[config.mk]
export PLATFORM = sky130hd
export DESIGN_NAME = sram_add_ctrl
export DESIGN_NICKNAME = d
export VERILOG_FILES = /design/src/rtl/sram_add_ctrl.sv
export SDC_FILE = /design/constraint.sdc
export NUM_CORES = 1
export LEC_CHECK = 0
export CAP_MARGIN = 30
export CORE_MARGIN = 4
export CORE_UTILIZATION = 45
export DETAILED_ROUTE_END_ITERATION = 7
export PLACE_DENSITY = 0.88
export SYNTH_ARGS = -nofsm -noshare
export SYNTH_HDL_FRONTEND = slang
export SYNTH_SLANG_ARGS = --single-unit
[constraint.sdc]
create_clock -name clk -period 8.31 [get_ports clk]
set_input_delay 2.0775 -clock clk [delete_from_list [all_inputs] [get_ports clk]]
set_output_delay 2.0775 -clock clk [all_outputs]
set_load 0.05 [all_outputs]
[src/rtl/sram_add_ctrl.sv]
// List-sum controller: walks a length-prefixed word list in SRAM from word N down to word 1.
// Optional carry detection on the accumulator is built when SRAM_ADD_CTRL_OVF_EN is defined.
module sram_add_ctrl (
  input  logic        clk,
  input  logic        rst,
  input  logic        start,
  input  logic        abort,
  output logic        busy,
  output logic        done,
  output logic [31:0] result,
  output logic        ovf,
  input  logic        ld_we,
  input  logic [8:0]  ld_addr,
  input  logic [31:0] ld_din,
  output logic        first,
  output logic        sel,
  output logic        addr_minus_en,
  output logic        sram_we,
  output logic [8:0]  waddr,
  output logic [31:0] din,
  input  logic [31:0] dout,
  input  logic        zero
);

  typedef enum logic [1:0] {IDLE = 2'd0, HEAD = 2'd1, ACC = 2'd2, DONE = 2'd3} state_t;

  state_t      state_q, state_d;
  logic [31:0] result_q, result_d;

`ifdef SRAM_ADD_CTRL_OVF_EN
  logic        ovf_q, ovf_d;
  logic [32:0] sum;
  assign sum = {1'b0, result_q} + {1'b0, dout};
`else
  logic [31:0] sum;
  assign sum = result_q + dout;
`endif

  always_comb begin
    state_d       = state_q;
    result_d      = result_q;
`ifdef SRAM_ADD_CTRL_OVF_EN
    ovf_d         = ovf_q;
`endif
    busy          = (state_q != IDLE);
    done          = 1'b0;
    first         = 1'b0;
    sel           = 1'b0;
    addr_minus_en = 1'b0;
    sram_we       = 1'b0;
    waddr         = '0;
    din           = '0;
    case (state_q)
      IDLE: begin
        // A host write wins over start; the host has to reissue start.
        sram_we = ld_we & ~rst;
        waddr   = ld_addr;
        din     = ld_din;
        if (start && !ld_we && !abort) begin
          state_d  = HEAD;
          result_d = '0;
`ifdef SRAM_ADD_CTRL_OVF_EN
          ovf_d    = 1'b0;
`endif
        end
      end
      HEAD: begin
        first   = 1'b1;
        sel     = 1'b1;
        state_d = ACC;
      end
      ACC: begin
        if (!zero) begin
          addr_minus_en = 1'b1;
          result_d      = sum[31:0];
`ifdef SRAM_ADD_CTRL_OVF_EN
          ovf_d         = ovf_q | sum[32];
`endif
        end else begin
          state_d = DONE;
        end
      end
      DONE: begin
        done    = 1'b1;
        state_d = IDLE;
      end
      default: state_d = IDLE;
    endcase
    if (abort) state_d = IDLE;
  end

  always_ff @(posedge clk) begin
    if (rst) begin
      state_q  <= IDLE;
      result_q <= '0;
`ifdef SRAM_ADD_CTRL_OVF_EN
      ovf_q    <= 1'b0;
`endif
    end else begin
      state_q  <= state_d;
      result_q <= result_d;
`ifdef SRAM_ADD_CTRL_OVF_EN
      ovf_q    <= ovf_d;
`endif
    end
  end

  assign result = result_q;
`ifdef SRAM_ADD_CTRL_OVF_EN
  assign ovf = ovf_q;
`else
  assign ovf = 1'b0;
`endif

endmodule

==> reports/qor.txt <==
Max_cap viols - 0
Post-route DRC - 0
Post-DR wirelength/cell - 15.78 microns
Final antenna diode count - 0
Row count - 30
Total grt overflow - 0
Worst setup startpoint - rst
Post-CTS sizing - 0
Hold crit path type - register to register
Core area - 6907 sq um
Met1 Wirelength - 4.370 mm
Initial Util - 0.4707
CTS H-Tree Depth - 2
Worst rel slew slack - 0.3312
Post-Syn Instances - 424
Seq/Total Area, Yosys - 0.2094
Routed wire length - 10.43 mm
Layout cells sized above 1 - 0.02478
P_leak - 2.165 nW
Hpwl dp - 8.545 mm
Pin count of the biggest net entering global routing - 45
Setup CP Type - input port to output port
Max layer used - met4
ANT nets after route - 0
Ys Warns - 0
Syn Nets - 539
Clock Latency Late Sink - 0.29 ns
Global-route wire length before repair - 16.36 mm
Post-synth EDFFs - 0
RR Startpoint - state_q[0]
Worst hold path stage count - 2
Worst EP required - 6.23 ns
Setup Buffers After CTS - 0
Die width - 92.99 microns
Synth unique cells - 56
Status - finished clean
Final worst setup slack - 2.310 ns
Root buf cell - clkbuf_8
DR iter-0 viols - 247
Hold buffers post-CTS - 0
Met2 WL - 5.296 mm
Via count - 3,630
Fin. Hold Viols - 0
Setup TNS - 0 ns
Hold_sp - result[27]
Number of buffers created by CTS - 5
Unrepaired setup endpoints after global routing - false
Ys async rst share - 0
CP arrival - 3.92 ns
CP startpoint kind - input port
Vias per inst - 5.492
Mean Syn Cell Area - 7.667 sq um
Initial antenna violation count - 0
#FFs+latches synth - 34
Io pins - 159
Placement Cell Area - 4848 sq um
Clock skew - 0.01117 ns
Synth Flop Type - dfxtp_1
Setup crit end kind - output port
Least-Margin Pin Slew - 1.003 ns
Reg clk slew, reported paths - 0.08 ns
Max Freq - 166.7 MHz
Nets@finish - 679
Max Slew Vio Count - 0
Die Ht - 92.99 microns
Worst slack at placement - 2.317 ns
Final Critical Period - 6.000 ns
First drt pass iteration count - 5
Final setup violation count - 0
Layout area overhead - 51.96%
WL met3 - 652 microns
Vias in the first global route - 3,384
VDD IR-drop max - 0.05850 mV
Pwr/cell area - 94.21 nW/um^2
CP Max Fanout - 20
Clock Tree Buf Depth - 2
Tot GR Track Use - 0.2306
Cell area after synthesis - 3251 sq um
Cell area after layout - 4940 sq um
IO Port Bufs - 157
Worst r2r path cells - 9
Area of the die - 8647 sq um
CTS tree - built
Clock sinks - 34
Fin crit share - 0.7220
Final GP Congestion - 0.8879
## metal layers
metal	track usage	vias up
met4	0.05250	0
li1	-	1800
met1	0.2686	1659
met5	0	-
met3	0.03862	18
met2	0.4367	153
## area by class of cell
type,instances,area [sq um]
Fill cell,590,1967
Clock inverter,1,5.005
Sequential cell,34,680.7
Clock buffer,7,86.33
Timing Repair Buffer,158,1579
Inverter,10,37.54
Tap cell,96,120.1
Multi-Input combinational cell,355,2431
## Yosys cell counts (9+ instances only)
cell type	count	area share
xnor2_1	13	0.035
and2_1	43	0.083
inv_1	9	0.010
a21o_1	28	0.065
nand2_1	33	0.038
nor2_1	35	0.040
clkbuf_1	23	0.027
nand3_1	10	0.015
xor2_1	12	0.032
o21ai_0	11	0.017
a22oi_1	11	0.025
dfxtp_1	34	0.21
a21oi_1	28	0.043
ha_1	35	0.13
o21ai_1	12	0.018
## worst paths after layout
kind	to	slack, ns
worst max-delay path	sram_we	2.31
worst min-delay path	result[27]	0.47
worst max register to register	result[31]	5.01
worst min register to register	result[27]	0.47
## metrics by stage
stage | total power [mW] | cells | utilization | hold WS [ns]
after CTS | 0.4705 | 661 | 0.7152 | 0.4694
final | 0.4654 | 661 | 0.7152 | 0.4681
after global routing | 0.4846 | 661 | 0.7152 | 0.4908
after floorplan | 0.2664 | 424 | - | 0.5026
after detailed placement | 0.3391 | 653 | 0.7020 | 0.4577
after global placement | 0.3367 | 653 | 0.7020 | 0.4531
## critical path, cell delays in order
cell	delay, ns
clkdlybuf4s50_1	0.78
nor2_1	0.24
clkdlybuf4s50_1	0.82
## registers in the layout, summed over array words and instances, names as in the netlist
register  cells
result       32
state_q       2
## placed cells by master, fill, tap and decap left out, types with 3 or more instances in the layout
cell type,n
clkbuf_8,6
o21a_1,6
nor4_1,4
nand2_1,33
nand3_1,10
a21o_1,28
o21ai_0,11
a211oi_1,3
and2_1,43
xnor2_1,13
nor2_1,35
a211o_1,4
inv_1,9
nor3b_1,3
a21oi_1,28
nand4_1,4
nor3_1,6
ha_1,35
a22o_1,3
clkdlybuf4s50_1,157
nor2b_1,7
and3_1,3
a22oi_1,11
o21ai_1,12
a311oi_1,3
dfxtp_1,34
nand2b_1,4
o31ai_1,4
xor2_1,12
## logic make-up (layout without fill, tap and decap cells)
| group | Yosys count | count (layout) | synth area share |
|---|---|---|---|
| mux | 2 | 2 | 0.007697 |
| flops | 34 | 34 | 0.2094 |
| other cells | 1 | 1 | 0.001154 |
| xor+xnor | 25 | 25 | 0.06736 |
| buf+inv | 35 | 176 | 0.04272 |
| fa+ha+maj | 36 | 36 | 0.1409 |
| compound gates | 133 | 133 | 0.2802 |
| simple gates | 158 | 158 | 0.2506 |
## power breakdown
group	internal, mW	switching [mW]
clock	0.0669	0.0628
sequential	0.163	0.000230
combinational	0.0763	0.0960
Power figures use the tool's default switching activity.
